$ cat src/rtl/clk_div_monitor_if.sv
// Signal bundle between a clock divider monitor and its environment:
// enable/ratio/divided-clock inputs and the measured period, high time
// and health status outputs.
interface clk_div_monitor_if #(
  parameter int WIDTH = 4
);
  logic             i_mon_en;
  logic [WIDTH-1:0] i_div_ratio;
  logic             i_div_clk;
  logic [WIDTH-1:0] o_period;
  logic [WIDTH-1:0] o_high_time;
  logic             o_locked;
  logic             o_err;
  logic             o_timeout;

  // Environment side: drives configuration and the clock under test
  modport master (
    output i_mon_en, i_div_ratio, i_div_clk,
    input  o_period, o_high_time, o_locked, o_err, o_timeout
  );

  // Monitor side
  modport slave (
    input  i_mon_en, i_div_ratio, i_div_clk,
    output o_period, o_high_time, o_locked, o_err, o_timeout
  );
endinterface

$ cat src/rtl/clk_div_monitor.sv
// Clock divider health monitor. Samples the divided clock in the reference
// domain, measures its period and high time in reference cycles, and reports
// lock after LOCK_CNT consecutive good periods, a one-cycle error pulse on a
// bad period, and a timeout level when no rising edge arrives in time.
module clk_div_monitor #(
  parameter int WIDTH    = 4,
  parameter int LOCK_CNT = 4
) (
  input  logic             i_ref_clk,
  input  logic             i_rst_n,
  clk_div_monitor_if.slave bus
);
  localparam int CW = WIDTH + 1;  // cycle counter width
  localparam int PW = WIDTH + 2;  // counter+1 without wrap

  typedef enum logic [1:0] {ST_IDLE, ST_ACQUIRE, ST_MEASURE, ST_LOCKED} state_t;

  state_t           r_state, w_state_next;
  logic [1:0]       r_sync;
  logic             r_hist;
  logic [WIDTH-1:0] r_ratio;
  logic [CW-1:0]    r_cnt, w_cnt_next;
  logic [3:0]       r_match, w_match_next;
  logic             r_high_ok, w_high_ok_next;
  logic [WIDTH-1:0] r_period, w_period_next;
  logic [WIDTH-1:0] r_high, w_high_next;
  logic             r_locked, w_locked_next;
  logic             r_err, w_err_next;
  logic             r_timeout, w_timeout_next;

  logic             w_rise, w_fall, w_idle_req, w_ratio_chg, w_cnt_sat;
  logic             w_period_ok, w_high_match;
  logic [PW-1:0]    w_cnt_p1;

  assign w_rise       = r_sync[1] & ~r_hist;
  assign w_fall       = ~r_sync[1] & r_hist;
  assign w_idle_req   = ~bus.i_mon_en | (bus.i_div_ratio < WIDTH'(2));
  assign w_ratio_chg  = (bus.i_div_ratio != r_ratio);
  assign w_cnt_sat    = &r_cnt;
  // Measured length is the counter value plus the edge cycle itself
  assign w_cnt_p1     = {1'b0, r_cnt} + PW'(1);
  assign w_period_ok  = (w_cnt_p1 == PW'(r_ratio));
  assign w_high_match = (w_cnt_p1 == PW'(r_ratio >> 1));

  assign bus.o_period    = r_period;
  assign bus.o_high_time = r_high;
  assign bus.o_locked    = r_locked;
  assign bus.o_err       = r_err;
  assign bus.o_timeout   = r_timeout;

  // Two-flop synchroniser, edge history flop and registered ratio
  always_ff @(posedge i_ref_clk or negedge i_rst_n) begin
    if (!i_rst_n) begin
      r_sync  <= '0;
      r_hist  <= 1'b0;
      r_ratio <= '0;
    end else begin
      r_sync  <= {r_sync[0], bus.i_div_clk};
      r_hist  <= r_sync[1];
      r_ratio <= bus.i_div_ratio;
    end
  end

  // Next-state, counter and capture logic
  always_comb begin
    w_state_next   = r_state;
    w_match_next   = r_match;
    w_high_ok_next = r_high_ok;
    w_period_next  = r_period;
    w_high_next    = r_high;
    w_locked_next  = r_locked;
    w_err_next     = 1'b0;
    w_timeout_next = r_timeout;
    if (w_rise)
      w_cnt_next = '0;
    else if (!w_cnt_sat)
      w_cnt_next = r_cnt + CW'(1);
    else
      w_cnt_next = r_cnt;

    if (w_idle_req) begin
      // Disable or unusable ratio wins over any edge in the same cycle
      w_state_next   = ST_IDLE;
      w_cnt_next     = '0;
      w_match_next   = '0;
      w_high_ok_next = 1'b0;
      w_period_next  = '0;
      w_high_next    = '0;
      w_locked_next  = 1'b0;
      w_timeout_next = 1'b0;
    end else begin
      if (w_rise)
        w_timeout_next = 1'b0;
      if (r_state == ST_IDLE) begin
        w_state_next = ST_ACQUIRE;
      end else if (w_ratio_chg) begin
        // New ratio: restart acquisition silently
        w_state_next  = ST_ACQUIRE;
        w_locked_next = 1'b0;
        w_match_next  = '0;
      end else begin
        case (r_state)
          ST_ACQUIRE: begin
            if (w_rise)
              w_state_next = ST_MEASURE;
          end
          ST_MEASURE, ST_LOCKED: begin
            if (w_rise) begin
              w_period_next = w_cnt_p1[WIDTH-1:0];
              if (w_period_ok && r_high_ok) begin
                if (r_state == ST_MEASURE) begin
                  if (r_match == 4'(LOCK_CNT - 1)) begin
                    w_match_next  = 4'(LOCK_CNT);
                    w_state_next  = ST_LOCKED;
                    w_locked_next = 1'b1;
                  end else begin
                    w_match_next = r_match + 4'd1;
                  end
                end
              end else begin
                w_err_next    = 1'b1;
                w_match_next  = '0;
                w_locked_next = 1'b0;
                w_state_next  = ST_MEASURE;
              end
            end else if (w_fall) begin
              w_high_next    = w_cnt_p1[WIDTH-1:0];
              w_high_ok_next = w_high_match;
            end else if (w_cnt_sat) begin
              // No rising edge within the counter range: clock lost
              w_timeout_next = 1'b1;
              w_locked_next  = 1'b0;
              w_match_next   = '0;
              w_state_next   = ST_ACQUIRE;
            end
          end
          default: w_state_next = ST_IDLE;
        endcase
      end
    end
  end

  // State, counter and output registers
  always_ff @(posedge i_ref_clk or negedge i_rst_n) begin
    if (!i_rst_n) begin
      r_state   <= ST_IDLE;
      r_cnt     <= '0;
      r_match   <= '0;
      r_high_ok <= 1'b0;
      r_period  <= '0;
      r_high    <= '0;
      r_locked  <= 1'b0;
      r_err     <= 1'b0;
      r_timeout <= 1'b0;
    end else begin
      r_state   <= w_state_next;
      r_cnt     <= w_cnt_next;
      r_match   <= w_match_next;
      r_high_ok <= w_high_ok_next;
      r_period  <= w_period_next;
      r_high    <= w_high_next;
      r_locked  <= w_locked_next;
      r_err     <= w_err_next;
      r_timeout <= w_timeout_next;
    end
  end
endmodule

$ cat src/flat_wrapper.sv
// flat-port wrapper written by rule: the top's interface ports become plain ports
module clk_div_monitor_flat 
#(
  parameter int WIDTH    = 4,
  parameter int LOCK_CNT = 4
)
  (i_ref_clk, i_rst_n, bus_i_mon_en, bus_i_div_ratio, bus_i_div_clk, bus_o_period, bus_o_high_time, bus_o_locked, bus_o_err, bus_o_timeout);
  clk_div_monitor_if #(.WIDTH(WIDTH)) bus_i ();
  input  logic i_ref_clk;
  input  logic i_rst_n;
  input wire logic [$bits(bus_i.i_mon_en)-1:0] bus_i_mon_en;
  input wire logic [$bits(bus_i.i_div_ratio)-1:0] bus_i_div_ratio;
  input wire logic [$bits(bus_i.i_div_clk)-1:0] bus_i_div_clk;
  output wire logic [$bits(bus_i.o_period)-1:0] bus_o_period;
  output wire logic [$bits(bus_i.o_high_time)-1:0] bus_o_high_time;
  output wire logic [$bits(bus_i.o_locked)-1:0] bus_o_locked;
  output wire logic [$bits(bus_i.o_err)-1:0] bus_o_err;
  output wire logic [$bits(bus_i.o_timeout)-1:0] bus_o_timeout;
  assign bus_i.i_mon_en = bus_i_mon_en;
  assign bus_i.i_div_ratio = bus_i_div_ratio;
  assign bus_i.i_div_clk = bus_i_div_clk;
  assign bus_o_period = bus_i.o_period;
  assign bus_o_high_time = bus_i.o_high_time;
  assign bus_o_locked = bus_i.o_locked;
  assign bus_o_err = bus_i.o_err;
  assign bus_o_timeout = bus_i.o_timeout;
  clk_div_monitor #(.WIDTH(WIDTH), .LOCK_CNT(LOCK_CNT)) u_core (.i_ref_clk(i_ref_clk), .i_rst_n(i_rst_n), .bus(bus_i));
endmodule
$ cat config.mk
export PLATFORM = sky130hd
export DESIGN_NAME = clk_div_monitor_flat
export DESIGN_NICKNAME = d
export VERILOG_FILES = /design/src/rtl/clk_div_monitor_if.sv /design/src/rtl/clk_div_monitor.sv /design/src/flat_wrapper.sv
export SDC_FILE = /design/constraint.sdc
export NUM_CORES = 1
export LEC_CHECK = 0
export ABC_AREA = 1
export BUFFER_PORTS_ARGS = -buffer_cell sky130_fd_sc_hd__buf_2
export CAP_MARGIN = 10
export CORE_MARGIN = 2
export CORE_UTILIZATION = 40
export CTS_BUF_LIST = sky130_fd_sc_hd__clkbuf_4
export DETAILED_ROUTE_END_ITERATION = 7
export HOLD_SLACK_MARGIN = 0.12
export PLACE_DENSITY = 0.64
export SLEW_MARGIN = 15
export SYNTH_ARGS = -nofsm -noshare
export SYNTH_HDL_FRONTEND = slang
export SYNTH_SLANG_ARGS = --single-unit
$ cat constraint.sdc
create_clock -name i_ref_clk -period 2.55 [get_ports i_ref_clk]
set_input_delay 0 -clock i_ref_clk [delete_from_list [all_inputs] [get_ports i_ref_clk]]
set_output_delay 0 -clock i_ref_clk [all_outputs]
set_load 0.02 [all_outputs]
# [After elaboration in Yosys (flattened, before gate mapping)]
# Index checks and enable logic that the tools add are counted.
[totals] regBits=30 output_inout_bits=11
[classes] n_lt_le_gt_ge=1 eq_ne=19 add_sub_neg=3 n_bitwise=6 reduce_logical=14 muxes=65
[op_table] cell="two-way mux 4 bit" n=21
[op_table] cell="two-way mux 1 bit" n=30
[op_table] cell="two-way mux 2 bit" n=10
[op_table] cell="AND reduction 5 bit" n=4
[op_table] cell="two-way mux 5 bit" n=3
[op_table] cell="inequality test 7 bit (second input constant)" n=2
[op_table] cell="inequality test 5 bit (second input constant)" n=2
[op_table] cell="adder 5 x 1 -> 6 bit (second input constant)" n=1
[op_table] cell="equality test 6 x 3 -> 1 bit" n=1
[op_table] cell="equality test 6 x 4 -> 1 bit" n=1
[op_table] cell="inequality test 6 x 1 -> 1 bit (second input constant)" n=1
[op_table] cell="inequality test 6 x 5 -> 1 bit (second input constant)" n=1
[op_table] cell="AND reduction 6 bit" n=1
[op_table] cell="nonzero test 2 bit" n=3
[op_table] cell="adder 5 x 1 -> 5 bit (second input constant)" n=1
[op_table] cell="inequality test 5 x 1 -> 1 bit (second input constant)" n=1
[op_table] cell="adder 4 x 1 -> 4 bit (second input constant)" n=1
[op_table] cell="equality test 2 bit (second input constant)" n=2
[op_table] cell="equality test 4 x 2 -> 1 bit (second input constant)" n=1
[op_table] cell="< comparator 4 x 2 -> 1 bit (second input constant)" n=1
[op_table] cell="inequality test 2 x 1 -> 1 bit (second input constant)" n=2
[op_table] cell="inequality test 4 x 3 -> 1 bit (second input constant)" n=1
[op_table] cell="inequality test 4 bit" n=1
[op_table] cell="one-hot mux 2 bit (2 select lines)" n=1
[op_table] cell="other kinds (12)" n=15

# [Depth between registers and ports, before layout]
# Gate-level depths: netlist of run 1.
[logic_depth] depth_word=10 ltp_mapped=14

# [Worst setup path after synthesis of run 1]
# OpenSTA, ideal clock, no wires.
[synth_timing] kind="register to register" from="register u_core.r_cnt[1]" to="register u_core.r_match[0]" path_stages_with_launch=13 synth_period_minus_slack_ns=1.998 arrival_time_ns=1.878 setup_time_ns=0.120 n_path_buf=0 setup_slack_ns=0.552 cell_sequence="dfrtp_1 ha_1 nand2_1 nor2_1 ha_1 a21oi_1 nand3_2 nor2_4 nand2_2 o21ai_4 nand2_1 o21ai_0 inv_1"
[synth_via] elab_chain_len=9 elab_cells_between_ends=13 classes_between="1 x add/sub; 2 x eq/ne; 6 x mux; 4 x reduce/logical"
[synth_rtl] item="start, declared" line_no="clk_div_monitor.sv:22" text="logic [CW-1:0] r_cnt, w_cnt_next;"
[synth_rtl] item="start signal, assigned" line_no="clk_div_monitor.sv:157" text="r_cnt <= w_cnt_next;"
[synth_rtl] item="adder 5 x 1 -> 6 bit" line_no="clk_div_monitor.sv:41" text="assign w_cnt_p1 = {1'b0, r_cnt} + PW'(1);"
[synth_rtl] item="equality test 6 x 4 -> 1 bit" line_no="clk_div_monitor.sv:42" text="assign w_period_ok = (w_cnt_p1 == PW'(r_ratio));"
[synth_rtl] item="logical AND 1 bit" line_no="clk_div_monitor.sv:110" text="if (w_period_ok && r_high_ok) begin"
[synth_rtl] item="two-way mux 4 bit" line_no="clk_div_monitor.sv:110"
[synth_rtl] item="two-way mux 4 bit" line_no="clk_div_monitor.sv:108" text="if (w_rise) begin"
[synth_rtl] item="two-way mux 4 bit" line_no="clk_div_monitor.sv:102" text="case (r_state)"
[synth_rtl] item="two-way mux 4 bit" line_no="clk_div_monitor.sv:96" text="end else if (w_ratio_chg) begin"
[synth_rtl] item="two-way mux 4 bit" line_no="clk_div_monitor.sv:94" text="if (r_state == ST_IDLE) begin"
[synth_rtl] item="two-way mux 4 bit" line_no="clk_div_monitor.sv:81" text="if (w_idle_req) begin"
[synth_rtl] item="end signal, assigned" line_no="clk_div_monitor.sv:158" text="r_match <= w_match_next;"
[synth_rtl] item="end, declared" line_no="clk_div_monitor.sv:23" text="logic [3:0] r_match, w_match_next;"
# Parallel ways exist; a longest one is shown, timed or not. The select of a mux whose other input is x is not followed.
# A chain may end at the register's enable or synchronous reset.

# [Final worst setup path of run 1]
[layout_timing] from="register u_core.r_cnt[0]" to="register u_core.r_match[0]"
# Same word-level chain as after synthesis.

==> reports/summary.md, run 1 <==
Yosys
* **netlist area before placement** 1642 sq um
* **fraction of the yosys area taken by sequential cells** 45.73%
* **proportion of register bits with asynchronous set or reset after synthesis** 100.0%
* **Post-Synthesis Net Count** 216
* **count of flip-flops with a built-in enable after synthesis** 0
* **primary flip-flop cell chosen by synthesis mapping** sky130_fd_sc_hd__dfrtp_1
* **flop and latch count out of synthesis** 30
* **synthesized instance count** 205
* **number of warning messages in the yosys log** 0
* **mean post-synth cell area** 8.008 sq um
* **Netlist cell types** 26

Timing
* **aggregate negative setup slack** 0 ns
* **clock skew** 0.01225 ns
* **worst-case hold slack** 0.1813 ns
* **Max Freq** 433.0 MHz
* **Final Max Tran Viols** 0
* **number of hold violations in the final report** 0
* **Relative slew margins** 56.05%
* **final critical path time including I/O delays and setup** 2.309 ns
* **Worst Max-Slew Pin Slew** 0.6553 ns
* **number of endpoints failing setup at the final stage** 0
* **post-route clock period utilization** 90.57%
* **RSZ-0062 raised after global routing** false

Routing
* **total number of vias** 1396
* **length of the first detailed-routing pass in iterations** 4
* **routed wire length** 3337 microns
* **initial detailed-routing violation count** 43
* **average detailed-routed wire length per instance** 11.67 microns
* **vias per std cell** 4.881
* **antenna violation net count after detailed routing** 0
* **DRC violations left** 0

Global routing
* **number of antenna violations at the first check in global routing** 0
* **All-Layer GR Usage** 17.83%
* **via count of the first global-routing pass** 1256
* **total global routing overflow** 0
* **first-pass GRT wire length** 5940 microns
* **largest net degree at the start of global routing** 31

Finish
* **share of final-layout standard cells stronger than drive strength 1** 17.80%
* **final cell utilization of the core** 48.52%
* **most common cell after layout, fill and taps aside** sky130_fd_sc_hd__nand2_1
* **multi-input gate area in the final layout** 769.5 sq um
* **antenna diode count** 0
* **synth-to-layout area growth** 17.38%
* **highest-count cells in the layout ignoring fill and taps** sky130_fd_sc_hd__nand2_1 (44), sky130_fd_sc_hd__dfrtp_1 (30), sky130_fd_sc_hd__inv_1 (28)
* **Total Nets Final** 246
* **FF+latch area** 750.7 sq um
* **Filler Cells Inserted** 398

Critical path
* **Max FO, Critical Path** 9
* **arrival time of the worst setup path** 2.56 ns
* **Worst Setup Start Kind** flip-flop
* **Worst setup EP type** flip-flop
* **flop-to-flop setup slack** 0.24 ns
* **type of the setup path with the least slack** flip-flop to flip-flop
* **data required time of the critical path** 2.80 ns

Clock tree
* **clock network latency to the later pin of the worst-skew pair** 0.35 ns
* **clock root buffer** sky130_fd_sc_hd__clkbuf_4
* **number of clock sinks** 30
* **post-CTS setup repair buffer count** 0
* **Num CTS Buffers** 5
* **worst-case clock buffer depth** 2
* **count of instances resized after the clock tree is built** 0
* **count of H-tree levels built during CTS** 2
* **clk slew on worst S/H paths** 0.10 ns
* **clock tree from TritonCTS** built

Placed design
* **IO Port Bufs** 18
* **Final Wtd Congestion** 0.9400
* **Post-DP HPWL** 2552 microns

Power and ir drop
* **reported net switching power** 279.0 uW
* **share of total power in the clock network** 36.6%
* **share of power burned in combinational logic** 13.1%
* **Sw Ratio** 27.18%
* **Internal Power** 747.3 uW
* **share of power burned in registers** 50.3%
* **Leakage** 0.0009879 uW
* **IR Drop Worst-Case VDD** 249.2 uV
* **ratio of total power to cell area** 532.6 nW/um^2

Die
* **floorplan die area** 4632 sq um
* **top-level I/O count** 19
* **starting density of the core** 41.34%
* **Std-Cell Rows** 23
* **horizontal die dimension** 68.06 microns
* **height of the chip** 68.06 microns
* **area of the core** 3971 sq um

Min path
* **type of the worst min-delay path** input port to flip-flop

Job
* **max-cap violation count** 0

Status
* **run status** finished clean

cells by family after synthesis:
kind of cell / after synthesis / share of synthesized area (%)
AND/OR/NAND/NOR: 102 / 28.20
AO/OA/AOI/OAI: 31 / 12.12
buffers and inverters: 31 / 7.393
flip-flops: 30 / 45.73
XOR/XNOR: 8 / 4.268
adder cells (fa/ha/maj): 3 / 2.287
worst max-delay path, cell delays in order, from the launching register on:
cell	delay, ns
sky130_fd_sc_hd__dfrtp_1	0.51
sky130_fd_sc_hd__ha_1	0.27
sky130_fd_sc_hd__nand2_1	0.11
sky130_fd_sc_hd__nor2_1	0.05
sky130_fd_sc_hd__ha_1	0.28
sky130_fd_sc_hd__a21oi_1	0.19
sky130_fd_sc_hd__nand3_2	0.13
sky130_fd_sc_hd__nor2_4	0.15
sky130_fd_sc_hd__nand2_2	0.10
sky130_fd_sc_hd__o21ai_4	0.22
sky130_fd_sc_hd__nand2_1	0.08
sky130_fd_sc_hd__o21ai_0	0.07
sky130_fd_sc_hd__inv_1	0.05
power groups by stage:
stage / Sequential (uW) / Clock, uW / Combinational [uW]
6_report: 516 / 376 / 135
5_1_grt: 520 / 413 / 155
4_1_cts: 516 / 387 / 137
3_5_place_dp: 526 / 0 / 129
3_3_place_gp: 525 / 0 / 128
2_1_floorplan: 527 / 0 / 85.4
layer usage:
metal | global-route usage (%) | vias to the layer above | wire length, microns
li1 | - | 723 | -
met1 | 23.98 | 638 | 1594
met2 | 26.46 | 29 | 1495
met3 | 5.099 | 6 | 174
met4 | 8.250 | 0 | 73
met5 | 0 | - | 0
sequential cells by signal, summed over array words and instances, names as in the netlist:
| signal | count |
|---|---|
| u_core.bus.o_locked | 1 |
| u_core.r_state | 2 |
| u_core.r_ratio | 4 |
| u_core.r_high_ok | 1 |
| u_core.bus.o_timeout | 1 |
| u_core.r_sync | 2 |
| u_core.r_hist | 1 |
| u_core.bus.o_err | 1 |
| u_core.bus.o_high_time | 4 |
| u_core.r_cnt | 5 |
| u_core.r_match | 4 |
| u_core.bus.o_period | 4 |
metrics by stage:
stage / std cells / setup WS, ns / total power, uW / area, sq um
floorplan: 205 / 0.5523 / 612.6 / 1642
global placement: 272 / 0.3276 / 652.8 / 1789
detailed placement: 272 / 0.2345 / 655.1 / 1789
CTS: 286 / 0.2307 / 1041 / 1927
global route: 286 / 0.03336 / 1088 / 1927
finish: 286 / 0.2405 / 1026 / 1927
synth_stat cells, types with 2 or more instances:
library cell              count  area (sq um)
sky130_fd_sc_hd__nand4_1      5         31.28
sky130_fd_sc_hd__dfrtp_1     30         750.7
sky130_fd_sc_hd__nor2_1      24         90.09
sky130_fd_sc_hd__inv_1       28         105.1
sky130_fd_sc_hd__nand2_1     44         165.2
sky130_fd_sc_hd__nor2_2       3         18.77
sky130_fd_sc_hd__nand2_2      4         25.02
sky130_fd_sc_hd__nand3_2      2         20.02
sky130_fd_sc_hd__ha_1         3         37.54
sky130_fd_sc_hd__a21oi_1     10         50.05
sky130_fd_sc_hd__xor2_1       5         43.79
sky130_fd_sc_hd__nor3_1       3         15.01
sky130_fd_sc_hd__nand3_1     15         75.07
sky130_fd_sc_hd__nor2_4       2         22.52
sky130_fd_sc_hd__o21ai_0     14         70.07
sky130_fd_sc_hd__xnor2_1      3         26.28
final timing paths:
check | from | depth (start not counted) | end
min reg2reg | u_core.r_sync[0] | 0 | u_core.r_sync[1]
min | bus_i_mon_en | 4 | u_core.bus.o_period[3]
min in group asynchronous | i_rst_n | 2 | u_core.bus.o_locked
max in group asynchronous | i_rst_n | 2 | u_core.r_cnt[2]
max | u_core.r_cnt[0] | 12 | u_core.r_match[0]
max reg2reg | u_core.r_cnt[0] | 12 | u_core.r_match[0]
cell type report:
cell class	count	share of cell area, %
flip-flops and latches	30	38.96
repair buffers	25	8.182
multi-input cells	144	39.94
well taps	50	3.247
clock inverters	3	2.078
clock buffers	5	1.948
inverters	29	5.649
timing repair:
action                                 4_1_cts  5_1_grt
endpoints found under the hold margin       35        0
setup endpoints to repair                    0        0
hold buffers                                 6        0
Power figures use the tool's default switching activity.
==> inputs of run 2 (changes only) <==
- CTS_BUF_LIST: sky130_fd_sc_hd__clkbuf_4 -> not set
- TNS_END_PERCENT: not set -> 1
==> reports/summary.md, run 2 (synthesis results as in run 1) <==
Critical path
* **cells along the critical path** ha_1, nand2_1, nor2_1, ha_1, a21oi_1, nand3_2, nor2_4, nand2_2, o21ai_4, nand2_1, o21ai_0, inv_1
* **arrival time of the worst setup path** 2.47 ns
* **slowest cell on the critical path** sky130_fd_sc_hd__dfrtp_2
* **combined buffer and inverter count along the critical path** 1
* **type of the setup path with the least slack** flip-flop to flip-flop
* **Worst Setup Start Kind** flip-flop
* **data required time of the critical path** 2.74 ns
* **family with the most delay on the worst path** simple AND/OR/NAND/NOR gates
* **Worst setup EP type** flip-flop
* **Slowest Stage Delay on Critical Path** 0.49 ns
* **Max FO, Critical Path** 9

Min path
* **type of the worst min-delay path** input port to flip-flop

Routing
* **average detailed-routed wire length per instance** 11.94 microns
* **DRC violations left** 0
* **total number of vias** 1378
* **routed wire length** 3415 microns
* **antenna violation net count after detailed routing** 0
* **initial detailed-routing violation count** 43
* **length of the first detailed-routing pass in iterations** 4
* **vias per std cell** 4.818

Finish
* **most common cell after layout, fill and taps aside** sky130_fd_sc_hd__nand2_1
* **share of final-layout standard cells stronger than drive strength 1** 18.22%
* **Filler Cells Inserted** 388
* **highest-count cells in the layout ignoring fill and taps** sky130_fd_sc_hd__nand2_1 (44), sky130_fd_sc_hd__dfrtp_1 (29), sky130_fd_sc_hd__inv_1 (28)
* **register with the highest flop count** u_core.r_cnt
* **antenna diode count** 0
* **multi-input gate area in the final layout** 769.5 sq um
* **synth-to-layout area growth** 19.36%
* **number of standard cells in the layout, taps in and fillers out** 286
* **Total Nets Final** 246
* **FF+latch area** 752.0 sq um
* **Largest register FFs** 5

Placed design
* **Final Wtd Congestion** 0.9400
* **DP Cell Count** 272
* **IO Port Bufs** 18
* **Post-DP HPWL** 2552 microns

Timing
* **aggregate negative setup slack** 0 ns
* **Final Max Tran Viols** 0
* **number of endpoints failing setup at the final stage** 0
* **clock skew** 0.008140 ns
* **Max Freq** 437.9 MHz
* **RSZ-0062 raised after global routing** false
* **number of hold violations in the final report** 0
* **post-route clock period utilization** 89.55%
* **Relative slew margins** 54.15%
* **Worst Max-Slew Pin Slew** 0.6838 ns
* **final critical path time including I/O delays and setup** 2.283 ns

Clock tree
* **Num CTS Buffers** 5
* **clock tree from TritonCTS** built
* **clock root buffer** sky130_fd_sc_hd__clkbuf_8
* **worst-case clock buffer depth** 2
* **number of clock sinks** 30
* **post-CTS setup repair buffer count** 0
* **clock network latency to the later pin of the worst-skew pair** 0.29 ns
* **count of H-tree levels built during CTS** 2
* **clk slew on worst S/H paths** 0.07 ns

Global routing
* **total global routing overflow** 0
* **largest net degree at the start of global routing** 31
* **number of antenna violations at the first check in global routing** 0
* **via count of the first global-routing pass** 1298
* **All-Layer GR Usage** 18.25%
* **first-pass GRT wire length** 6030 microns

Power and ir drop
* **ratio of total power to cell area** 573.7 nW/um^2
* **IR Drop Worst-Case VDD** 264.8 uV
* **Leakage** 0.0009995 uW

Die
* **area of the core** 3971 sq um
* **Std-Cell Rows** 23
* **horizontal die dimension** 68.06 microns
* **starting density of the core** 41.34%
* **height of the chip** 68.06 microns
* **top-level I/O count** 19
* **floorplan die area** 4632 sq um

Status
* **run status** finished clean

Job
* **max-cap violation count** 0

-- run 2: cell count changes in the layout (fill, tap and decap cells not counted) --
cell / before / now
sky130_fd_sc_hd__clkbuf_4: 5 / 0
sky130_fd_sc_hd__clkbuf_8: 0 / 5
sky130_fd_sc_hd__dfrtp_1: 30 / 29
sky130_fd_sc_hd__dfrtp_2: 0 / 1
-- run 2: what timing repair did --
action,4_1_cts,5_1_grt
endpoints found under the setup margin,0,2
hold endpoints to repair,35,0
hold buffers,6,0
resized for setup,0,1
-- run 2: path summary, 6_finish.rpt --
check / depth (start not counted) / end / slack [ns] / startpoint
setup reg to reg: 12 / u_core.r_match[0] / 0.27 / u_core.r_cnt[0]
hold / removal: 4 / u_core.bus.o_period[3] / 0.25 / bus_i_mon_en
setup / recovery: 12 / u_core.r_match[0] / 0.27 / u_core.r_cnt[0]
max in group asynchronous: 2 / u_core.r_cnt[0] / 1.82 / i_rst_n
hold reg to reg: 0 / u_core.r_sync[1] / 0.36 / u_core.r_sync[0]
min in group asynchronous: 2 / u_core.r_state[0] / 0.27 / i_rst_n
-- run 2: final cells by class --
type                            instances  share of cell area (%)
Sequential cell                        30                   38.38
Clock buffer                            5                   3.512
Timing Repair Buffer                   25                   8.046
Tap cell                               50                   3.193
Multi-Input combinational cell        144                   39.27
Inverter                               29                   5.556
Clock inverter                          3                   2.043
-- run 2: worst min-delay path, stage by stage --
cell,delay [ns]
sky130_fd_sc_hd__buf_2,0.09
sky130_fd_sc_hd__a21boi_2,0.24
sky130_fd_sc_hd__nand2_1,0.10
sky130_fd_sc_hd__a21oi_1,0.06
-- run 2: power by group --
part           switching, uW  leakage [uW]  internal (uW)
sequential              20.9      0.000390            496
clock                    185     0.0000579            287
combinational           85.5      0.000552           49.3
-- run 2: through the flow --
stage	hold slack (ns)	area [sq um]	utilization (%)	setup WS, ns	total power (uW)
floorplan	-0.2956	1642	-	0.5523	612.6
global placement	0.07207	1789	45.05	0.3276	652.8
detailed placement	0.07634	1789	45.05	0.2345	655.1
CTS	0.2423	1958	49.31	0.2085	1133
global route	0.2669	1959	49.34	0.07435	1186
finish	0.2510	1959	49.34	0.2666	1124
-- run 2: metal layers --
layer / wire length (microns) / up-vias / track usage (%)
li1: - / 719 / -
met1: 1659 / 618 / 24.09
met2: 1494 / 32 / 26.94
met3: 162 / 9 / 4.112
met4: 99 / 0 / 11.50
met5: 0 / - / 0
